**config.mk**
```make
export PLATFORM = sky130hd
export DESIGN_NAME = matmul_ctrl_flat
export DESIGN_NICKNAME = d
export VERILOG_FILES = /design/src/rtl/matmul_ctrl_pkg.sv /design/src/rtl/matmul_ctrl_if.sv /design/src/rtl/matmul_mac.sv /design/src/rtl/matmul_ctrl.sv /design/src/flat_wrapper.sv
export SDC_FILE = /design/constraint.sdc
export NUM_CORES = 1
export LEC_CHECK = 0
export CAP_MARGIN = 15
export CORE_UTILIZATION = 30
export DETAILED_ROUTE_END_ITERATION = 10
export GPL_ROUTABILITY_DRIVEN = 0
export HOLD_SLACK_MARGIN = 0.15
export SLEW_MARGIN = 20
export SYNTH_ARGS = -nofsm -noshare
export SYNTH_HDL_FRONTEND = slang
export SYNTH_SLANG_ARGS = --single-unit
```
**constraint.sdc**
```tcl
create_clock -name i_clk -period 3.6 [get_ports i_clk]
set_input_delay 0.72 -clock i_clk [delete_from_list [all_inputs] [get_ports i_clk]]
set_output_delay 0.72 -clock i_clk [all_outputs]
set_load 0.03 [all_outputs]
```
**src/rtl/matmul_ctrl_pkg.sv**
```systemverilog
// rtl/matmul_ctrl_pkg.sv - widths, dimensions and FSM encoding for the 4x8 by 8x4 MAC sequencer
// Build option MATMUL_SIGNED_EN (consumed by matmul_mac) selects two's complement X samples.
package matmul_ctrl_pkg;
    localparam int COEF_W   = 7;
    localparam int X_W      = 8;
    localparam int ACC_W    = 18;
    localparam int A_WORD_W = 2 * COEF_W;
    localparam int X_WORD_W = 2 * X_W;
    localparam int ROWS     = 4;
    localparam int K        = 8;
    localparam int K_WORDS  = K / 2;
    localparam int COLS     = 4;
    localparam int CNT_W    = 2;
    localparam int ADDR_W   = 4;

    typedef enum logic [2:0] {
        ST_IDLE      = 3'd0,
        ST_WAIT_LOAD = 3'd1,
        ST_ISSUE     = 3'd2,
        ST_DRAIN     = 3'd3,
        ST_WRITE     = 3'd4,
        ST_DONE      = 3'd5
    } state_t;

    function automatic logic is_last(input logic [CNT_W-1:0] v, input int n);
        return v == CNT_W'(n - 1);
    endfunction
endpackage

```
**src/rtl/matmul_ctrl_if.sv**
```systemverilog
// rtl/matmul_ctrl_if.sv - coefficient/sample memory read port and result write port
// Master side is the sequencer; slave side is the memories and the result consumer.
interface matmul_ctrl_if;
    import matmul_ctrl_pkg::*;

    logic                mem_re;
    logic [ADDR_W-1:0]   a_addr;
    logic [ADDR_W-1:0]   x_addr;
    logic [A_WORD_W-1:0] a_rdata;
    logic [X_WORD_W-1:0] x_rdata;
    logic                res_we;
    logic [ADDR_W-1:0]   res_addr;
    logic [ACC_W-1:0]    res_data;

    modport master (
        output mem_re, a_addr, x_addr, res_we, res_addr, res_data,
        input  a_rdata, x_rdata
    );

    modport slave (
        input  mem_re, a_addr, x_addr, res_we, res_addr, res_data,
        output a_rdata, x_rdata
    );
endinterface

```
**src/rtl/matmul_mac.sv**
```systemverilog
// rtl/matmul_mac.sv - dual-lane multiply, add and accumulate for one result element
// MATMUL_SIGNED_EN: X lanes are two's complement and products are sign-extended.
module matmul_mac
    import matmul_ctrl_pkg::*;
(
    input  logic                i_clk,
    input  logic                i_rst_n,
    input  logic                i_en,
    input  logic                i_clr,
    input  logic [A_WORD_W-1:0] i_a_word,
    input  logic [X_WORD_W-1:0] i_x_word,
    output logic [ACC_W-1:0]    o_acc
);
    localparam int PW = X_W + COEF_W;

    logic [COEF_W-1:0] w_a_hi, w_a_lo;
    logic [X_W-1:0]    w_x_hi, w_x_lo;
    logic [ACC_W-1:0]  w_prod_hi, w_prod_lo, w_sum;
    logic [ACC_W-1:0]  r_acc;

    assign w_a_hi = i_a_word[A_WORD_W-1:COEF_W];
    assign w_a_lo = i_a_word[COEF_W-1:0];
    assign w_x_hi = i_x_word[X_WORD_W-1:X_W];
    assign w_x_lo = i_x_word[X_W-1:0];

`ifdef MATMUL_SIGNED_EN
    // Coefficients stay unsigned, so give them a zero sign bit before the signed multiply.
    logic signed [PW:0] w_sp_hi, w_sp_lo;
    assign w_sp_hi   = (PW+1)'($signed(w_x_hi)) * (PW+1)'($signed({1'b0, w_a_hi}));
    assign w_sp_lo   = (PW+1)'($signed(w_x_lo)) * (PW+1)'($signed({1'b0, w_a_lo}));
    assign w_prod_hi = {{(ACC_W-PW-1){w_sp_hi[PW]}}, w_sp_hi};
    assign w_prod_lo = {{(ACC_W-PW-1){w_sp_lo[PW]}}, w_sp_lo};
`else
    logic [PW-1:0] w_up_hi, w_up_lo;
    assign w_up_hi   = PW'(w_x_hi) * PW'(w_a_hi);
    assign w_up_lo   = PW'(w_x_lo) * PW'(w_a_lo);
    assign w_prod_hi = {{(ACC_W-PW){1'b0}}, w_up_hi};
    assign w_prod_lo = {{(ACC_W-PW){1'b0}}, w_up_lo};
`endif

    assign w_sum = w_prod_hi + w_prod_lo;

    always_ff @(posedge i_clk or negedge i_rst_n) begin
        if (!i_rst_n) begin
            r_acc <= '0;
        end else if (i_en) begin
            r_acc <= i_clr ? w_sum : r_acc + w_sum;
        end
    end

    assign o_acc = r_acc;
endmodule

```
**src/rtl/matmul_ctrl.sv**
```systemverilog
// rtl/matmul_ctrl.sv - sequencer for P = X * A: walks both memories and writes 16 results row-major
// Signed X samples under MATMUL_SIGNED_EN are handled inside matmul_mac.
module matmul_ctrl
    import matmul_ctrl_pkg::*;
(
    input  logic          i_clk,
    input  logic          i_rst_n,
    input  logic          i_aload_done,
    input  logic          i_start,
    output logic          o_busy,
    output logic          o_done,
    matmul_ctrl_if.master mem
);
    state_t            r_state, w_state_nxt;
    logic [CNT_W-1:0]  r_row, r_col, r_k;
    logic              r_rd_vld, r_rd_first;
    logic [ADDR_W-1:0] r_a_addr_q, r_x_addr_q;
    logic [ACC_W-1:0]  r_res_q, w_acc;
    logic              w_mem_re, w_res_we, w_busy, w_done;
    logic              w_last_k, w_last_col, w_last_elem;

    assign w_last_k    = is_last(r_k, K_WORDS);
    assign w_last_col  = is_last(r_col, COLS);
    assign w_last_elem = is_last(r_row, ROWS) && w_last_col;

    always_ff @(posedge i_clk or negedge i_rst_n) begin
        if (!i_rst_n) begin
            r_state <= ST_IDLE;
        end else begin
            r_state <= w_state_nxt;
        end
    end

    always_comb begin
        w_state_nxt = r_state;
        w_mem_re    = 1'b0;
        w_res_we    = 1'b0;
        w_busy      = 1'b0;
        w_done      = 1'b0;
        case (r_state)
            ST_IDLE: begin
                if (i_start) begin
                    w_state_nxt = i_aload_done ? ST_ISSUE : ST_WAIT_LOAD;
                end
            end
            ST_WAIT_LOAD: begin
                w_busy = 1'b1;
                if (i_aload_done) begin
                    w_state_nxt = ST_ISSUE;
                end
            end
            ST_ISSUE: begin
                w_busy   = 1'b1;
                w_mem_re = 1'b1;
                if (w_last_k) begin
                    w_state_nxt = ST_DRAIN;
                end
            end
            ST_DRAIN: begin
                w_busy      = 1'b1;
                w_state_nxt = ST_WRITE;
            end
            ST_WRITE: begin
                w_busy      = 1'b1;
                w_res_we    = 1'b1;
                w_state_nxt = w_last_elem ? ST_DONE : ST_ISSUE;
            end
            ST_DONE: begin
                w_done      = 1'b1;
                w_state_nxt = ST_IDLE;
            end
            default: w_state_nxt = ST_IDLE;
        endcase
    end

    always_ff @(posedge i_clk or negedge i_rst_n) begin
        if (!i_rst_n) begin
            r_row <= '0;
            r_col <= '0;
            r_k   <= '0;
        end else begin
            case (r_state)
                ST_ISSUE: r_k <= w_last_k ? '0 : r_k + CNT_W'(1);
                ST_WRITE: begin
                    if (w_last_col) begin
                        r_col <= '0;
                        r_row <= r_row + CNT_W'(1);
                    end else begin
                        r_col <= r_col + CNT_W'(1);
                    end
                end
                ST_DONE: begin
                    r_row <= '0;
                    r_col <= '0;
                    r_k   <= '0;
                end
                default: ;
            endcase
        end
    end

    // Memories answer one cycle after the strobe; the k=0 beat overwrites the accumulator.
    always_ff @(posedge i_clk or negedge i_rst_n) begin
        if (!i_rst_n) begin
            r_rd_vld   <= 1'b0;
            r_rd_first <= 1'b0;
            r_a_addr_q <= '0;
            r_x_addr_q <= '0;
            r_res_q    <= '0;
        end else begin
            r_rd_vld   <= w_mem_re;
            r_rd_first <= w_mem_re && (r_k == '0);
            if (w_mem_re) begin
                r_a_addr_q <= {r_col, r_k};
                r_x_addr_q <= {r_row, r_k};
            end
            if (w_res_we) begin
                r_res_q <= w_acc;
            end
        end
    end

    matmul_mac u_mac (
        .i_clk    (i_clk),
        .i_rst_n  (i_rst_n),
        .i_en     (r_rd_vld),
        .i_clr    (r_rd_first),
        .i_a_word (mem.a_rdata),
        .i_x_word (mem.x_rdata),
        .o_acc    (w_acc)
    );

    assign mem.mem_re   = w_mem_re;
    assign mem.a_addr   = w_mem_re ? {r_col, r_k} : r_a_addr_q;
    assign mem.x_addr   = w_mem_re ? {r_row, r_k} : r_x_addr_q;
    assign mem.res_we   = w_res_we;
    assign mem.res_addr = {r_row, r_col};
    assign mem.res_data = w_res_we ? w_acc : r_res_q;
    assign o_busy       = w_busy;
    assign o_done       = w_done;
endmodule

```
**src/flat_wrapper.sv**
```systemverilog
// flat-port wrapper written by rule: the top's interface ports become plain ports
module matmul_ctrl_flat import matmul_ctrl_pkg::*;
  (i_clk, i_rst_n, i_aload_done, i_start, o_busy, o_done, mem_mem_re, mem_a_addr, mem_x_addr, mem_res_we, mem_res_addr, mem_res_data, mem_a_rdata, mem_x_rdata);
  matmul_ctrl_if mem_i ();
  input  logic i_clk;
  input  logic i_rst_n;
  input  logic i_aload_done;
  input  logic i_start;
  output logic o_busy;
  output logic o_done;
  output wire logic [$bits(mem_i.mem_re)-1:0] mem_mem_re;
  output wire logic [$bits(mem_i.a_addr)-1:0] mem_a_addr;
  output wire logic [$bits(mem_i.x_addr)-1:0] mem_x_addr;
  output wire logic [$bits(mem_i.res_we)-1:0] mem_res_we;
  output wire logic [$bits(mem_i.res_addr)-1:0] mem_res_addr;
  output wire logic [$bits(mem_i.res_data)-1:0] mem_res_data;
  input wire logic [$bits(mem_i.a_rdata)-1:0] mem_a_rdata;
  input wire logic [$bits(mem_i.x_rdata)-1:0] mem_x_rdata;
  assign mem_mem_re = mem_i.mem_re;
  assign mem_a_addr = mem_i.a_addr;
  assign mem_x_addr = mem_i.x_addr;
  assign mem_res_we = mem_i.res_we;
  assign mem_res_addr = mem_i.res_addr;
  assign mem_res_data = mem_i.res_data;
  assign mem_i.a_rdata = mem_a_rdata;
  assign mem_i.x_rdata = mem_x_rdata;
  matmul_ctrl u_core (.i_clk(i_clk), .i_rst_n(i_rst_n), .i_aload_done(i_aload_done), .i_start(i_start), .o_busy(o_busy), .o_done(o_done), .mem(mem_i));
endmodule
```
==> reports/summary.txt <==
Largest net degree at the start of global routing - 36
Instance area at placement - 9090 sq um
Number of synthesized flops with an enable pin - 0
Vias after detailed routing - 5,801
CTS H-tree lvls - 2
Die height - 155 um
Final period util - 185%
Worst-path cell with the longest stage delay - sky130_fd_sc_hd__fa_1
DRT Pass-1 Iters - 4
TritonCTS clock tree - built
Number of placed I/O pins - 68
Most congested layer reported by global routing - met2
# setup viols final - 16
Wire length of the first global-routing pass - 30,200 um
Final Net Count - 1,163
Clock transition at path regs - 0.07 ns
Number of antenna violations at the first check in global routing - 0
Sum of negative setup slack - -38.40 ns
Largest cells by area after synthesis - sky130_fd_sc_hd__fa_1 (24%), sky130_fd_sc_hd__dfrtp_1 (20%), sky130_fd_sc_hd__ha_1 (15%)
Synth warnings - 0
Syn nets - 951
Fraction of final layout cells sized beyond drive strength 1 - 35.4%
Final global-route overflow total - 0
RSZ-0062 raised after global routing - yes
Top cells by instance count after synthesis - sky130_fd_sc_hd__inv_1 (123), sky130_fd_sc_hd__nand2_1 (86), sky130_fd_sc_hd__fa_1 (82), sky130_fd_sc_hd__ha_1 (82), sky130_fd_sc_hd__and2_1 (73)
Worst Path Arrival - 6.81 ns
Final setup margin - -3.07 ns
Hold buffer count at cts - 0
Classification of the worst setup path - in2reg
Combined area of all synthesized cells - 6980 sq um
Number of buffers created by CTS - 5
Main synth FF type - sky130_fd_sc_hd__dfrtp_1
Max Clock Skew - 0.00812 ns
Routed vias/inst - 4.64
Horiz. Die Dim - 155 um
Routed len/inst - 14.1 um
Count of distinct cell types in the synthesized netlist - 52
Cell seen most often among critical-path stages - sky130_fd_sc_hd__fa_1
Max Transition Viols Final - 0
Met2 Usage GRT - 27.3%
Violation count after the first detailed-routing iteration - 179
Average cell area after synthesis - 9.28 sq um
Number of fill cells - 2,169
Max-slew headroom - 39.3%
Number of diodes - 0
Final ANT Viol Nets - 0
Proportion of netlist area held by the largest area contributor - 23.5%
Layout overhead on the synthesized area - 46.0%
Clock tree root buffer cell - sky130_fd_sc_hd__clkbuf_16
Critical Path Start Type - input port
Max-cap violations - 0
Violated checks - negative setup slack
Global-route met3 utilization - 1.26%
Global routing met1 resource utilization - 20.6%
Gr usage total - 15.5%
HPWL reported at the end of detailed placement - 13,600 um
Die footprint - 23,900 sq um
Number of port buffers - 67
Worst-skew pair later-pin latency - 0.30 ns
Status - finished with violations
Required @ worst endpoint - 3.75 ns
Most frequent cell after synthesis - sky130_fd_sc_hd__inv_1
Time the final worst path needs with I/O delays and setup - 6.67 ns
Type of element capturing the critical path - flip-flop
Largest driver fanout on the critical path - 4
Fraction of registers with async set or reset after synthesis - 100%
Placement row count - 55
Number of sinks driven by the clock tree - 55
Maximum single-stage delay on the critical path - 0.58 ns
Area inside the core boundary - 22,700 sq um
Detailed-route wire length - 17,600 um
Clock Tree Buf Depth - 2
Actual transition at the worst max-transition pin - 0.911 ns
Endpoints failing hold - 0
Post-synthesis cell type with the largest combined area - sky130_fd_sc_hd__fa_1
Final standard cell area without fillers - 10,200 sq um
Hold Slack - 0.472 ns
Number of instances in the synthesized netlist - 753
Share of synthesized area occupied by flip-flops and latches - 19.7%
Number of storage elements in the synthesis netlist - 55
DRC violations left - 0
Vias in the first global route - 6,259
Initial core utilization - 30.8%
Worst min path class - reg2reg
Fmax - 150 MHz
==> through the flow <==
step	setup WS, ns	utilization, %	instances
final	-3.07	44.9	1251
after global placement	-3.85	40.0	1215
after CTS	-3.04	43.8	1238
after global routing	-3.31	44.9	1251
after detailed placement	-3.85	40.0	1215
after floorplan	-2.87	-	753
==> critical path: cells and delay by family <==
family | cells | cell delay [ns]
fa+ha+maj | 8 | 3.69
compound gates | 7 | 1.20
simple gates | 4 | 0.56
buf+inv | 5 | 0.29
mux | 1 | 0.20
xor+xnor | 1 | 0.15
==> path summary, 6_finish.rpt <==
check	start	endpoint	slack [ns]	depth (start not counted)
setup / recovery	mem_x_rdata[3]	u_core.u_mac.o_acc[17]$_DFFE_PN0P_	-3.07	26
hold / removal	u_core.r_x_addr_q[3]$_DFF_PN0_	u_core.r_x_addr_q[3]$_DFF_PN0_	0.47	2
setup reg to reg	u_core.u_mac.o_acc[0]$_DFFE_PN0P_	u_core.u_mac.o_acc[12]$_DFFE_PN0P_	0.93	9
hold reg to reg	u_core.r_x_addr_q[3]$_DFF_PN0_	u_core.r_x_addr_q[3]$_DFF_PN0_	0.47	2
max in group asynchronous	i_rst_n	u_core.r_k[0]$_DFFE_PN0P_	2.40	2
min in group asynchronous	i_rst_n	u_core.u_mac.o_acc[15]$_DFFE_PN0P_	0.51	1
==> registers in the layout (all words and copies together) (netlist names) <==
name	count
u_core.r_res_q	18
u_core.r_state	3
u_core.r_k	2
u_core.r_rd_first	1
u_core.r_a_addr_q	4
u_core.r_rd_vld	1
u_core.r_x_addr_q	4
u_core.r_row	2
u_core.r_col	2
u_core.u_mac.o_acc	18
==> placed cells by master, fill, tap and decap left out, types with 7 or more instances in the layout <==
cell | synthesis | layout
sky130_fd_sc_hd__and2_1 | 73 | 57
sky130_fd_sc_hd__buf_6 | 0 | 24
sky130_fd_sc_hd__buf_4 | 1 | 132
sky130_fd_sc_hd__ha_4 | 0 | 28
sky130_fd_sc_hd__a21oi_1 | 42 | 30
sky130_fd_sc_hd__nand2_1 | 86 | 77
sky130_fd_sc_hd__inv_2 | 0 | 19
sky130_fd_sc_hd__o21ai_0 | 23 | 14
sky130_fd_sc_hd__ha_1 | 82 | 53
sky130_fd_sc_hd__clkdlybuf4s50_1 | 0 | 39
sky130_fd_sc_hd__dfrtp_1 | 55 | 55
sky130_fd_sc_hd__inv_1 | 123 | 104
sky130_fd_sc_hd__xnor2_1 | 17 | 10
sky130_fd_sc_hd__fa_1 | 82 | 77
sky130_fd_sc_hd__and2_4 | 0 | 16
sky130_fd_sc_hd__mux2i_1 | 11 | 11
sky130_fd_sc_hd__buf_2 | 0 | 10
sky130_fd_sc_hd__nand2_2 | 0 | 7
sky130_fd_sc_hd__nor2_1 | 35 | 31
sky130_fd_sc_hd__a21oi_2 | 0 | 8
sky130_fd_sc_hd__mux2_2 | 19 | 19
==> kinds of logic after synthesis <==
kind of cell    Yosys count  synth area share (%)
simple gates            227                  16.1
mux                      31                  4.85
xor+xnor                 27                  3.39
fa+ha+maj               164                  38.2
buf+inv                 136                  7.36
flops                    55                  19.7
compound gates          113                  10.4
==> area by class of cell <==
class	count	area [sq um]	share of cell area, %
inverters	124	465	4.57
multi-input cells	562	5950	58.3
well taps	285	357	3.50
clock buffers	6	139	1.36
repair buffers	217	1880	18.4
clock inverters	2	35.0	0.344
flip-flops and latches	55	1380	13.5
==> metal layers <==
metal | part of all wire, % | up-vias | routed length, um
li1 | - | 2862 | -
met1 | 47 | 2803 | 8230
met2 | 49 | 121 | 8680
met3 | 3.0 | 15 | 526
met4 | 1.0 | 0 | 183
met5 | 0 | - | 0
==> what timing repair did <==
item                       CTS  global route
setup buffers               16            14
pin swaps                   81            57
setup endpoints to repair   16            16
gates resized for setup    236            33
Power is left out: the tool's default activity adds up to more than one toggle a clock period on the data nets, which glitch-free logic cannot reach.
